===== config.mk =====
export PLATFORM = sky130hd
export DESIGN_NAME = uart_os_core
export DESIGN_NICKNAME = d
export VERILOG_FILES = /design/src/rtl/uart_os_core.sv
export SDC_FILE = /design/constraint.sdc
export NUM_CORES = 1
export LEC_CHECK = 0
export ABC_AREA = 1
export CAP_MARGIN = 10
export CORE_MARGIN = 1
export CORE_UTILIZATION = 35
export CTS_CLUSTER_DIAMETER = 150
export DETAILED_ROUTE_END_ITERATION = 8
export MAX_ROUTING_LAYER = met4
export SYNTH_ARGS = -nofsm -noshare
export SYNTH_HDL_FRONTEND = slang
export SYNTH_SLANG_ARGS = --single-unit

===== constraint.sdc =====
create_clock -name clk -period 5.1 [get_ports clk]
set_clock_uncertainty 0.1 [all_clocks]
set_input_delay 1.02 -clock clk [delete_from_list [all_inputs] [get_ports clk]]
set_output_delay 1.02 -clock clk [all_outputs]
set_load 0.01 [all_outputs]

===== src/rtl/uart_os_core.sv =====
// uart_os_core: full-duplex UART with a shared tick enable and oversampled, mid-bit sampled RX.
// Optional UART_RX_MAJORITY_EN: RX bits are the 2-of-3 vote of the samples around each midpoint.
module uart_os_core #(
    parameter int WORD_LENGHT = 8,
    parameter int FREQUENCY   = 50000000,
    parameter int BAUDRATE    = 9600,
    parameter int OVERSAMPLE  = 16,
    parameter int PARITY_MODE = 0,
    parameter int STOP_BITS   = 1
) (
    input  logic                   clk,
    input  logic                   rst,
    input  logic                   Rx_in,
    input  logic [WORD_LENGHT-1:0] Tx_in,
    input  logic                   send,
    input  logic                   clear_interrupt,
    output logic [WORD_LENGHT-1:0] Rx_out,
    output logic                   Tx_out,
    output logic                   new_Rx,
    output logic                   Rx_error,
    output logic                   Parity_error,
    output logic                   Overrun,
    output logic                   Tx_ready
);
    localparam int DIV_RAW = FREQUENCY / (BAUDRATE * OVERSAMPLE);
    localparam int DIV     = (DIV_RAW < 1) ? 1 : DIV_RAW;
    localparam int DW      = (DIV > 1) ? $clog2(DIV) : 1;
    localparam int OW      = $clog2(OVERSAMPLE);
    localparam int BW      = $clog2(WORD_LENGHT);
    localparam bit HAS_PAR = (PARITY_MODE != 0);
    localparam bit ODD_PAR = (PARITY_MODE == 2);

    typedef enum logic [2:0] {TX_IDLE, TX_START, TX_DATA, TX_PARITY, TX_STOP} tx_state_t;
    typedef enum logic [2:0] {RX_IDLE, RX_START, RX_DATA, RX_PARITY, RX_STOP} rx_state_t;

    logic [DW-1:0] div_cnt;
    logic          tick;

    assign tick = (div_cnt == '0);

    always_ff @(posedge clk or posedge rst) begin
        if (rst)       div_cnt <= '0;
        else if (tick) div_cnt <= DW'(DIV - 1);
        else           div_cnt <= div_cnt - 1'b1;
    end

    tx_state_t              tx_state, tx_state_nxt;
    logic                   send_q, tx_accept, tx_bit_end, tx_par, tx_stop_cnt;
    logic [WORD_LENGHT-1:0] tx_shreg;
    logic [OW-1:0]          tx_os_cnt;
    logic [BW-1:0]          tx_bit_cnt;

    assign tx_accept  = send & ~send_q & Tx_ready;
    assign tx_bit_end = tick && (tx_os_cnt == '0);

    // Tx_out decodes straight from the state so an async reset forces the line high at once.
    always_comb begin
        tx_state_nxt = tx_state;
        Tx_out       = 1'b1;
        case (tx_state)
            TX_IDLE:   if (!Tx_ready && tick) tx_state_nxt = TX_START;
            TX_START: begin
                Tx_out = 1'b0;
                if (tx_bit_end) tx_state_nxt = TX_DATA;
            end
            TX_DATA: begin
                Tx_out = tx_shreg[0];
                if (tx_bit_end && tx_bit_cnt == '0) tx_state_nxt = HAS_PAR ? TX_PARITY : TX_STOP;
            end
            TX_PARITY: begin
                Tx_out = tx_par;
                if (tx_bit_end) tx_state_nxt = TX_STOP;
            end
            TX_STOP:   if (tx_bit_end && tx_stop_cnt == 1'b0) tx_state_nxt = TX_IDLE;
            default:   tx_state_nxt = TX_IDLE;
        endcase
    end

    always_ff @(posedge clk or posedge rst) begin
        if (rst) begin
            tx_state    <= TX_IDLE;
            send_q      <= 1'b0;
            Tx_ready    <= 1'b1;
            tx_shreg    <= '0;
            tx_par      <= 1'b0;
            tx_os_cnt   <= '0;
            tx_bit_cnt  <= '0;
            tx_stop_cnt <= 1'b0;
        end else begin
            tx_state <= tx_state_nxt;
            send_q   <= send;
            if (tx_accept) begin
                Tx_ready <= 1'b0;
                tx_shreg <= Tx_in;
                tx_par   <= (^Tx_in) ^ ODD_PAR;
            end
            if (tx_state == TX_STOP && tx_state_nxt == TX_IDLE) Tx_ready <= 1'b1;
            if (tx_state == TX_IDLE) tx_os_cnt <= OW'(OVERSAMPLE - 1);
            else if (tick)           tx_os_cnt <= tx_bit_end ? OW'(OVERSAMPLE - 1) : tx_os_cnt - 1'b1;
            if (tx_state == TX_START && tx_bit_end) tx_bit_cnt <= BW'(WORD_LENGHT - 1);
            if (tx_state == TX_DATA && tx_bit_end) begin
                tx_shreg   <= tx_shreg >> 1;
                tx_bit_cnt <= tx_bit_cnt - 1'b1;
            end
            if (tx_state_nxt == TX_STOP && tx_state != TX_STOP) tx_stop_cnt <= 1'(STOP_BITS - 1);
            else if (tx_state == TX_STOP && tx_bit_end)         tx_stop_cnt <= tx_stop_cnt - 1'b1;
        end
    end

    rx_state_t              rx_state, rx_state_nxt;
    logic                   rx_s1, rx_s2, rx_s3, rx_fall, rx_sample, rx_done, rx_bit, rx_par_bad;
    logic [OW-1:0]          rx_os_cnt;
    logic [BW-1:0]          rx_bit_cnt;
    logic [WORD_LENGHT-1:0] rx_shreg;

`ifdef UART_RX_MAJORITY_EN
    // Decision moves one tick past the midpoint; the two earlier samples are held here.
    localparam logic [OW-1:0] RX_START_LOAD = OW'(OVERSAMPLE / 2);
    logic rx_maj_a, rx_maj_b;

    always_ff @(posedge clk or posedge rst) begin
        if (rst) begin
            rx_maj_a <= 1'b1;
            rx_maj_b <= 1'b1;
        end else if (tick) begin
            if (rx_os_cnt == OW'(2)) rx_maj_a <= rx_s2;
            if (rx_os_cnt == OW'(1)) rx_maj_b <= rx_s2;
        end
    end

    assign rx_bit = (rx_maj_a & rx_maj_b) | (rx_maj_a & rx_s2) | (rx_maj_b & rx_s2);
`else
    localparam logic [OW-1:0] RX_START_LOAD = OW'(OVERSAMPLE / 2 - 1);

    assign rx_bit = rx_s2;
`endif

    assign rx_fall   = rx_s3 & ~rx_s2;
    assign rx_sample = tick && (rx_os_cnt == '0) && (rx_state != RX_IDLE);
    assign rx_done   = rx_sample && (rx_state == RX_STOP);

    always_comb begin
        rx_state_nxt = rx_state;
        case (rx_state)
            RX_IDLE:   if (rx_fall) rx_state_nxt = RX_START;
            RX_START:  if (rx_sample) rx_state_nxt = rx_bit ? RX_IDLE : RX_DATA;
            RX_DATA:   if (rx_sample && rx_bit_cnt == '0) rx_state_nxt = HAS_PAR ? RX_PARITY : RX_STOP;
            RX_PARITY: if (rx_sample) rx_state_nxt = RX_STOP;
            RX_STOP:   if (rx_sample) rx_state_nxt = RX_IDLE;
            default:   rx_state_nxt = RX_IDLE;
        endcase
    end

    always_ff @(posedge clk or posedge rst) begin
        if (rst) begin
            rx_state     <= RX_IDLE;
            {rx_s1, rx_s2, rx_s3} <= 3'b111;
            rx_os_cnt    <= '0;
            rx_bit_cnt   <= '0;
            rx_shreg     <= '0;
            rx_par_bad   <= 1'b0;
            Rx_out       <= '0;
            new_Rx       <= 1'b0;
            Rx_error     <= 1'b0;
            Parity_error <= 1'b0;
            Overrun      <= 1'b0;
        end else begin
            rx_state <= rx_state_nxt;
            rx_s1    <= Rx_in;
            rx_s2    <= rx_s1;
            rx_s3    <= rx_s2;
            if (rx_state == RX_IDLE) rx_os_cnt <= RX_START_LOAD;
            else if (tick)           rx_os_cnt <= (rx_os_cnt == '0) ? OW'(OVERSAMPLE - 1) : rx_os_cnt - 1'b1;
            if (rx_state == RX_IDLE) rx_par_bad <= 1'b0;
            if (rx_state == RX_START && rx_sample) rx_bit_cnt <= BW'(WORD_LENGHT - 1);
            if (rx_state == RX_DATA && rx_sample) begin
                rx_shreg   <= {rx_bit, rx_shreg[WORD_LENGHT-1:1]};
                rx_bit_cnt <= rx_bit_cnt - 1'b1;
            end
            if (rx_state == RX_PARITY && rx_sample) rx_par_bad <= rx_bit ^ (^rx_shreg) ^ ODD_PAR;
            // Completion beats a simultaneous clear; only the old flag state is cleared.
            if (rx_done) begin
                Rx_out       <= rx_shreg;
                new_Rx       <= 1'b1;
                Overrun      <= !clear_interrupt && (Overrun || new_Rx);
                Rx_error     <= (Rx_error && !clear_interrupt) || !rx_bit;
                Parity_error <= (Parity_error && !clear_interrupt) || rx_par_bad;
            end else if (clear_interrupt) begin
                new_Rx       <= 1'b0;
                Rx_error     <= 1'b0;
                Parity_error <= 1'b0;
                Overrun      <= 1'b0;
            end
        end
    end
endmodule

==> flow_metrics.py <==
metrics = {
    "min_path": {
        "min-delay-path-class": "reg2reg",
    },
    "global_route": {
        "grt_max_degree": 47,
        "grt_pass1_wl_mm": 10.9,
        "grt_use_total": 0.141,
        "grt-ovfl-total": 0,
        "antenna_found_initial": 0,
        "grt_pass1_vias": 2495,
    },
    "clocking": {
        "cts_tree": "built",
        "root_buffer": "clkbuf_8",
        "post-cts-setup-buffers": 0,
        "max-clock-path-buffers": 2,
        "path_clk_slew_ns": 0.08,
        "cts_hold_buf": 0,
        "cts.sinks": 65,
        "ctsResizeCount": 0,
        "cts_buffers": 9,
        "htree_levels": 3,
        "clkLatencyLatePin_ns": 0.35,
    },
    "setup_path": {
        "start_kind": "flop",
        "path_class": "reg2out",
        "cp_max_fo": 7,
        "endpoint_kind": "output port",
        "worstPathArrival_ns": 1.82,
        "worstPathRequired_ns": 3.98,
    },
    "floorplan": {
        "design.core.area_sq_um": 9370,
        "io_pins": 27,
        "die_w_microns": 101,
        "start_util": 0.366,
        "die-area_sq_um": 10200,
        "row_count": 35,
        "die_height_microns": 101,
    },
    "sta": {
        "tightest_slew_ns": 0.966,
        "setup_viol": 0,
        "timing.final.crit_period_ns": 2.94,
        "fmax_mhz": 340,
        "slew_headroom": 0.355,
        "min_period_over_period": 0.577,
        "rsz0062_at_grt": "false",
        "finalHoldViolations": 0,
        "fin_setup_tns_ns": 0,
        "slew_viol_final": 0,
    },
    "layout": {
        "num-fill-cells": 955,
        "layout_common_cells": "108 x nand2_1, 61 x dfrtp_1, 58 x inv_1, 31 x nor2_1",
        "syn_to_final_growth_pct": 17.9,
        "antenna_cells": 0,
        "stdcell_count": 574,
        "post_route_cells_drive_above_1_share": 0.144,
        "nets": 462,
        "layout_commonest_cell": "nand2_1",
        "final_util": 0.432,
    },
    "synth": {
        "synth_warnings": 0,
        "yosys_register_bits": 65,
        "syn-mean-instance-area_sq_um": 8.43,
        "ys_seq_area_frac": 0.475,
        "yosysUniqueCellTypes": 40,
        "synth_nets": 429,
        "synthesis.area_sq_um": 3430,
        "syn_inst": 407,
    },
    "route": {
        "first_iter_violations": 117,
        "postRouteAntennaNets": 0,
        "routed_wirelength_mm": 6.32,
        "via_count": 2649,
        "routedWlPerCell_microns": 11.0,
        "drc": 0,
        "dr.pass1.iters": 4,
        "vias_per_cell": 4.61,
    },
    "placement": {
        "place_inst": 558,
        "dp_hpwl_mm": 4.63,
        "gp_congestion": 0.793,
        "portBuffers": 26,
    },
    "power": {
        "power_density_nw_per_um2": 317,
        "ir_worst_vdd_mv": 0.172,
        "p_leak_nw": 1.91,
    },
    "run_status": {
        "status": "completed",
    },
    "flow_run": {
        "max-cap-violations": 0,
    },
}
power by group:
| part | leakage (nW) | internal [mW] | switching, mW |
|---|---|---|---|
| registers | 0.827 | 0.566 | 0.0306 |
| clock network | 0.113 | 0.290 | 0.205 |
| logic | 0.967 | 0.0719 | 0.120 |
| total | 1.91 | 0.928 | 0.356 |
per-layer routing:
metal	track usage	wire (microns)	share of wire
met5	-	0	0
met4	0.0736	153	0.024
met3	0.0250	136	0.022
met2	0.212	2790	0.44
met1	0.182	3250	0.51
cell usage after synthesis (all sizes together):
cell type    n  area [sq um]
xor2         5          43.8
or2          2          12.5
buf          4          37.5
ha           9           113
a22oi        1          7.51
clkbuf       1          3.75
nor2        38           170
nand3b       1          7.51
o211ai      11          97.6
xnor2        6          52.6
o32ai        1          8.76
o2bb2ai      1          8.76
a21boi       1          7.51
nand4        4          25.0
dfstp        4           105
nand2      113           455
nand3       29           168
nor4         1          6.26
inv         64           245
dfrtp       61          1530
nor3         4          31.3
a21oi       11          55.1
o21ai       33           229
a211oi       1          7.51
o31ai        1          7.51
flip-flops by register name, indices dropped and copies added (netlist names):
register and count:
Overrun 1, Parity_error 1, Rx_error 1, Rx_out 8
Tx_ready 1, div_cnt 9, new_Rx 1, rx_bit 1
rx_bit_cnt 3, rx_os_cnt 4, rx_par_bad 1, rx_s1 1
rx_s3 1, rx_shreg 8, rx_state 3, send_q 1
tx_bit_cnt 3, tx_os_cnt 4, tx_par 1, tx_shreg 8
tx_state 3, tx_stop_cnt 1
critical path: stages, from the launching register on:
cell,delay [ns]
dfrtp_1,0.45
nor2_1,0.16
inv_1,0.08
nor2_1,0.13
nand2_1,0.06
nand2_1,0.07
clkdlybuf4s50_1,0.53
area by class of cell:
type / instances / area [sq um] / area share
clock buffers: 10 / 138 / 0.0340
clock inverters: 6 / 90.1 / 0.0223
inverters: 64 / 245 / 0.0606
multi-input cells: 273 / 1510 / 0.374
flip-flops and latches: 65 / 1630 / 0.403
well taps: 129 / 161 / 0.0399
repair buffers: 27 / 268 / 0.0662
final timing paths:
path | startpoint | endpoint | slack, ns | cells after the start
hold reg to reg | rx_s1$_DFF_PP1_ | rx_bit$_DFF_PP1_ | 0.26 | 0
min in group asynchronous | rst | tx_shreg[4]$_DFFE_PP0P_ | 1.11 | 2
hold / removal | rx_s1$_DFF_PP1_ | rx_bit$_DFF_PP1_ | 0.26 | 0
max in group asynchronous | rst | rx_s1$_DFF_PP1_ | 2.89 | 3
setup / recovery | tx_state[2]$_DFF_PP0_ | Tx_out | 2.16 | 6
setup reg to reg | div_cnt[0]$_DFF_PP0_ | tx_bit_cnt[1]$_DFFE_PP0P_ | 2.85 | 8
metrics by stage:
stage / setup WS, ns / power [mW] / hold slack [ns] / instance area, sq um
3_3_place_gp: 2.31 / 0.796 / 0.248 / 3820
3_5_place_dp: 2.20 / 0.800 / 0.249 / 3820
4_1_cts: 2.14 / 1.30 / 0.257 / 4050
5_1_grt: 2.06 / 1.36 / 0.270 / 4050
6_report: 2.16 / 1.28 / 0.256 / 4050
2_1_floorplan: 2.36 / 0.751 / 0.245 / 3430
kinds of logic (layout without fill, tap and decap cells):
kind of cell,count (synthesis),in the layout,share of synthesized area
XOR/XNOR,11,11,0.0281
flip-flops,65,65,0.475
AO/OA/AOI/OAI,61,61,0.125
buffers and inverters,69,107,0.0835
AND/OR/NAND/NOR,192,192,0.255
adder cells (fa/ha/maj),9,9,0.0328
Power figures use the tool's default switching activity.
